File: src/rtl/wb_writeback_unit.sv
// Writeback stage: retires ALU results and load data into the register file's single write port.
// Optional decode read bypass is built when WB_BYPASS_EN is defined.
module wb_writeback_unit #(
  parameter int unsigned DATA_W = 32,
  parameter int unsigned ADDR_W = 5
) (
  input  logic              clk,
  input  logic              reset,
  input  logic              in_valid,
  output logic              in_ready,
  input  logic [ADDR_W-1:0] in_rd,
  input  logic [DATA_W-1:0] in_alu_result,
  input  logic              in_memtoreg,
  input  logic              in_regwrite,
  input  logic              dmem_rvalid,
  input  logic [DATA_W-1:0] dmem_rdata,
  input  logic              flush,
  output logic [ADDR_W-1:0] write_reg,
  output logic [DATA_W-1:0] write_data,
  output logic              regwrite,
  input  logic [ADDR_W-1:0] rf_rd1_idx,
  input  logic [ADDR_W-1:0] rf_rd2_idx,
  input  logic [DATA_W-1:0] rf_rd1_data,
  input  logic [DATA_W-1:0] rf_rd2_data,
  output logic [DATA_W-1:0] byp_rd1_data,
  output logic [DATA_W-1:0] byp_rd2_data,
  output logic [31:0]       retired
);

  localparam logic [0:0] StIdle    = 1'b0;
  localparam logic [0:0] StWaitMem = 1'b1;

  logic [0:0]        state_q, state_d;
  logic [ADDR_W-1:0] pend_rd_q, pend_rd_d;
  logic              pend_rw_q, pend_rw_d;
  logic [ADDR_W-1:0] write_reg_q, write_reg_d;
  logic [DATA_W-1:0] write_data_q, write_data_d;
  logic              regwrite_q, regwrite_d;
  logic [31:0]       retired_q, retired_d;
  logic              accept;

  assign in_ready = (state_q == StIdle);
  assign accept   = in_valid && in_ready;

  always_comb begin
    state_d      = state_q;
    pend_rd_d    = pend_rd_q;
    pend_rw_d    = pend_rw_q;
    write_reg_d  = write_reg_q;
    write_data_d = write_data_q;
    regwrite_d   = 1'b0;
    unique case (state_q)
      StIdle: begin
        if (accept) begin
          if (in_memtoreg) begin
            pend_rd_d = in_rd;
            pend_rw_d = in_regwrite;
            state_d   = StWaitMem;
          end else if (in_regwrite) begin
            write_reg_d  = in_rd;
            write_data_d = in_alu_result;
            regwrite_d   = 1'b1;
          end
        end
      end
      StWaitMem: begin
        // Flush wins over a response arriving at the same edge.
        if (flush) begin
          state_d = StIdle;
        end else if (dmem_rvalid) begin
          write_reg_d  = pend_rd_q;
          write_data_d = dmem_rdata;
          regwrite_d   = pend_rw_q;
          state_d      = StIdle;
        end
      end
      default: state_d = StIdle;
    endcase
    retired_d = retired_q + {31'd0, regwrite_d};
  end

  always_ff @(posedge clk or negedge reset) begin
    if (!reset) begin
      state_q      <= StIdle;
      pend_rd_q    <= '0;
      pend_rw_q    <= 1'b0;
      write_reg_q  <= '0;
      write_data_q <= '0;
      regwrite_q   <= 1'b0;
      retired_q    <= '0;
    end else begin
      state_q      <= state_d;
      pend_rd_q    <= pend_rd_d;
      pend_rw_q    <= pend_rw_d;
      write_reg_q  <= write_reg_d;
      write_data_q <= write_data_d;
      regwrite_q   <= regwrite_d;
      retired_q    <= retired_d;
    end
  end

  assign write_reg  = write_reg_q;
  assign write_data = write_data_q;
  assign regwrite   = regwrite_q;
  assign retired    = retired_q;

`ifdef WB_BYPASS_EN
  assign byp_rd1_data = (regwrite_q && (rf_rd1_idx == write_reg_q)) ? write_data_q : rf_rd1_data;
  assign byp_rd2_data = (regwrite_q && (rf_rd2_idx == write_reg_q)) ? write_data_q : rf_rd2_data;
`else
  logic unused_rd_idx;
  assign unused_rd_idx = ^{rf_rd1_idx, rf_rd2_idx};
  assign byp_rd1_data  = rf_rd1_data;
  assign byp_rd2_data  = rf_rd2_data;
`endif

endmodule

File: config.mk
export PLATFORM = sky130hd
export DESIGN_NAME = wb_writeback_unit
export DESIGN_NICKNAME = d
export VERILOG_FILES = /design/src/rtl/wb_writeback_unit.sv
export SDC_FILE = /design/constraint.sdc
export NUM_CORES = 1
export LEC_CHECK = 0
export ABC_AREA = 1
export CORE_MARGIN = 5
export CORE_UTILIZATION = 40
export CTS_CLUSTER_SIZE = 10
export DETAILED_ROUTE_END_ITERATION = 6
export PLACE_DENSITY = 0.88
export SETUP_SLACK_MARGIN = 0.2
export SYNTH_ARGS = -nofsm -noshare
export SYNTH_HDL_FRONTEND = slang
export SYNTH_SLANG_ARGS = --single-unit
File: constraint.sdc
create_clock -name clk -period 5.9 [get_ports clk]
set_clock_uncertainty 0.15 [all_clocks]
set_input_delay 0.59 -clock clk [delete_from_list [all_inputs] [get_ports clk]]
set_output_delay 0.59 -clock clk [all_outputs]
set_load 0.02 [all_outputs]
# --- After elaboration in Yosys (flattened, before gate mapping) ---
# Cells that the tools add are included.
# Widths: inputs -> output; s select.
op_classes:
  n_bitwise: 1
  add_sub_neg: 1
  n_eq_ne: 5
  muxes: 23
  reduce_logical: 3
ops:
  columns: ["operator", "n"]
  rows:
  - ["$mux 32", 5]
  - ["$pmux 32 s2", 1]
  - ["$add 32x1->32", 1]
  - ["$mux 5", 5]
  - ["$pmux 5 s2", 1]
  - ["$mux 1", 9]
  - ["$ne 2x2->1 const B", 3]
  - ["$reduce_and 5->1", 1]
  - ["$ne 2x1->1 const B", 2]
  - ["$pmux 1 s2", 2]
  - ["$reduce_and 3->1", 1]
  - ["$logic_and 1x1->1", 1]
  - ["$not 1->1", 1]
totals:
  inputBits: 150
  reg_bits: 77
  wordCells: 40
  output_inout_bits: 135

# --- Logic depth before layout (Yosys ltp) ---
depth:
  word_depth: 5
  ltp_mapped: 14
  mapped_depth_nobuf: 13

# --- Worst setup path after synthesis ---
# OpenSTA, ideal clock, no wires.
synth_timing:
  path_type: "input to register"
  start: "input in_memtoreg"
  end: "register retired_q[30] (netlist: retired[30])"
  path_buffers: 0
  t_required_ns: 5.633
  cell_stages: 12
  arrival_ns: 1.819
  setup_time_ns: 0.117
  setup_slack_ns: 3.814
  cell_sequence: "nor2_1 nand3_1 nand2_1 ha_1 ha_1 nand2_1 nor2_2 nand2_1 nor2_2 nand2_1 nand2_1 nand2_1"
synth_between:
  elab_chain_cells: 4
synth_rtl:
  columns: ["item", "line", "rtl"]
  rows:
  - ["start: declaration", "13", "input logic in_memtoreg,"]
  - ["$mux 1", "55", "if (in_memtoreg) begin"]
  - ["$mux 1", "54", "if (accept) begin"]
  - ["$pmux 1 s2", "52", "unique case (state_q)"]
  - ["net regwrite_d", "38", "logic regwrite_q, regwrite_d;"]
  - ["$add 32x1->32", "79", "retired_d = retired_q + {31'd0, regwrite_d};"]
  - ["net retired_d[30]", "39", "logic [31:0] retired_q, retired_d;"]
  - ["end signal: assignment", "98", "retired_q <= retired_d;"]
  - ["end: declaration", "39", null]
# The timed path passes the listed nets, and every way through them passes these cells.
# A chain may end at the register's enable or synchronous reset.

# --- Final worst setup path ---
layout_timing:
  start: "register state_q"
  end: "register write_data_q[2] (netlist: write_data[2])"
layout_between:
  elab_chain_cells: 4
  word_cells_on_any_way: 9
  classes_between: "eq/ne: 5; mux: 1; bitwise: 1; reduce/logical: 2"
layout_rtl:
  columns: ["item", "line", "rtl"]
  rows:
  - ["start: declaration", "33", "logic [0:0] state_q, state_d;"]
  - ["start signal: assignment", "84", "state_q <= StIdle;"]
  - ["start signal: assignment", "92", "state_q <= state_d;"]
  - ["$not 1->1 (no source line)", null, null]
  - ["$logic_and 1x1->1", "43", "assign accept = in_valid && in_ready;"]
  - ["$ne 2x1->1 (no source line)", null, null]
  - ["$reduce_and 5->1 (no source line)", null, null]
  - ["end signal: assignment", "96", "write_data_q <= write_data_d;"]
  - ["end: declaration", "37", "logic [DATA_W-1:0] write_data_q, write_data_d;"]
# Parallel ways exist; a longest one is shown, timed or not.

==> impl_metrics.toml <==
[detailed_routing]
dr.pass1.iters = 5
ant_nets = 0
wl_per_cell_um = 14.9
drcViolationCount = 0
dr.first_iter.drc_count = 188
vias = 3587
wl_um = 11100
vias_per_cell = 4.82

[logic_synthesis]
syn_area_per_cell_um2 = 8.39
seq_area_frac_synth_pct = 44.1
ys_types = 27
synth-warning-count = 0
synthFlopType = "dfrtp_1"
netlist_area_um2 = 4370
ys_async_sr_fraction_pct = 100
syn-instance-count = 521
syn-num-nets = 673
synth_seq_cells = 77
synth_edf_count = 0

[layout]
final_nets = 751
final_util_pct = 52.3
drive_above_1_share_pct = 9.77
diodes = 0
syn_to_final_growth_pct = 29.2

[clock_network]
htreeDepth = 3
numCtsBuffers = 9
holdBufCountCts = 0
cts_setup_buffers = 0
cts_resized = 0
clockRootBuffer = "clkbuf_8"
clk_path_buf_depth = 2
cts_sinks = 77
cts_tree = "yes"
clk_latency_ps = 350
path_clk_slew_ps = 80

[pwr]
switching_share_pct = 30.2
cellPowerDensity_nw_per_um2 = 284
vdd.ir_drop.worst_uv = 165
power.leakage_uw = 0.00234
switchingPower_uw = 483
combPwrFrac_pct = 29.6
clkPwrFrac_pct = 28.6
internal-power_uw = 1120
seq_power_share_pct = 41.7
p_total_uw = 1600

[floorplanning]
die_y_um = 115
core_area_um2 = 10800
num_rows = 38
die_area_um2 = 13100
die_x_um = 115
start_util_pct = 40.5
io_pins = 285

[critical_path]
reg2reg_depth = 8
slowest_delay_ps = 530
timing.rr.end = "write_data[2]"
worst_ep_arrival_time_ps = 3000
slowest_stage = "nand2_2"
ff2ff_setup_slack_ps = 2990
critPathKind = "reg2reg"
end_kind = "flop"
cpMostUsedCell = "buf_4"
cp-start-kind = "flop"
r2r_start = "state_q"
worstPathRequired_ps = 5990
path_cells = "buf_4 -> inv_6 -> nor2_4 -> nand2_1 -> nand2_2 -> buf_4 -> o21ai_0 -> o21a_1"
cp_max_fo = 46
critPathLaunch = "state_q"

[sta]
period_share_pct = 49.3
fmax_mhz = 344
tns_ps = 0
grt_setup_unrepaired = "false"
hold_viol = 0
slew_viol_final = 0
setup_violations = 0
slew_headroom_pct = 33.5
worst_slew_pin_slew_ps = 998
setup_ws_ps = 2990
period_needed_ps = 2910

[grt]
grt_pass1_vias = 3642
grt_pass1_wl_um = 18000
globalRouteOverflowTotal = 0
grt_usage_pct = 17.4
grt_start_max_net_pins = 78
antenna_found_initial = 0

[place]
numPortBuffers = 146
place_congestion = 0.910
place_hpwl_um = 8460
dp_slack_ps = 2950

[run_status]
status = "finished, final reports clean"

[hold_path]
min_path_type = "in2async"

[flow_run]
maxCapViolations = 0
## metal layers
layer | vias to the layer above | track usage [%] | part of all wire, %
met5 | - | 0 | 0
met4 | 0 | 9.26 | 3.1
met3 | 32 | 3.54 | 5.6
met2 | 114 | 30.4 | 53
met1 | 1707 | 19.8 | 38
li1 | 1734 | - | -
## final cells by class
class / instances / area (um2)
clock buffer: 11 / 151
clock inverter: 5 / 81.3
sequential: 77 / 1930
inverter: 24 / 95.1
multi-input combinational: 339 / 1740
fill: 967 / 5150
tap: 140 / 175
timing repair buffer: 148 / 1470
## power by group through the flow
stage / clock network, uW / logic [uW] / registers (uW)
floorplan: 0 / 192 / 772
CTS: 472 / 481 / 669
finish: 459 / 474 / 668
global placement: 0 / 468 / 672
detailed placement: 0 / 479 / 679
global route: 498 / 504 / 682
## placed cells by master, fill, tap and decap left out
master,count
ha_1,2
inv_1,22
nand2_2,3
inv_6,2
nor2_4,4
buf_4,3
o21a_1,32
nand2_1,105
o21ai_2,20
xor2_1,11
inv_2,1
clkinvlp_4,1
clkinv_2,1
clkbuf_8,11
nand3b_1,8
xnor2_1,4
a21oi_1,2
and2_1,1
nor2_1,103
a21oi_2,3
clkdlybuf4s50_1,145
o31ai_1,1
mux2_2,1
nor2_2,7
dfrtp_1,77
nand3_1,10
bufinv_16,2
o21ai_0,22
## worst max-delay path by stage
stage	end	slack (ps)	depth (start not counted)
final	write_data[2]	2990	8
after global routing	write_data[2]	2770	8
after CTS	write_data[2]	3010	8
after detailed placement	write_data[2]	2950	7
after global placement	write_data[2]	2980	7
after floorplan	retired[30]	3810	12
## synthesized netlist by cell type, types with 3 or more instances
library cell	instances	share of area, %
o21a_1	32	5.5
inv_1	22	1.9
nor2_1	103	8.8
xnor2_1	4	0.80
buf_4	66	11
clkbuf_1	5	0.43
o21ai_0	22	2.5
nand2_1	106	9.1
dfrtp_1	77	44
nor2_4	4	1.0
nand3_1	10	1.1
a21oi_2	3	0.60
buf_6	4	1.0
o21ai_2	20	4.0
buf_2	4	0.46
nand3b_1	8	1.4
xor2_1	11	2.2
nor2_2	7	1.0
## critical path, delay by kind of cell, from the launching register on
kind | cells | cell delay, ps
and+or+nand+nor | 3 | 740
buffers and inverters | 3 | 1090
AOI/OAI and AO/OA | 2 | 380
DFF | 1 | 380
## cells by family (layout without fill, tap and decap cells)
family / count (synthesis) / after routing / share of synthesized area (%)
buffers and inverters: 105 / 188 / 16.1
AOI/OAI and AO/OA: 80 / 80 / 13.0
muxes: 1 / 1 / 0.258
adders and majority gates: 2 / 2 / 0.572
xor gates and xnor gates: 15 / 15 / 3.01
and+or+nand+nor: 241 / 241 / 22.9
DFF: 77 / 77 / 44.1
## through the flow
stage          hold slack [ps]  std cells  instance area (um2)
4_1_cts                    272        744                 5650
6_report                   208        744                 5650
2_1_floorplan              144        521                 4370
3_3_place_gp               312        728                 5410
5_1_grt                    307        744                 5650
3_5_place_dp               326        728                 5410
Power figures use the tool's default switching activity.
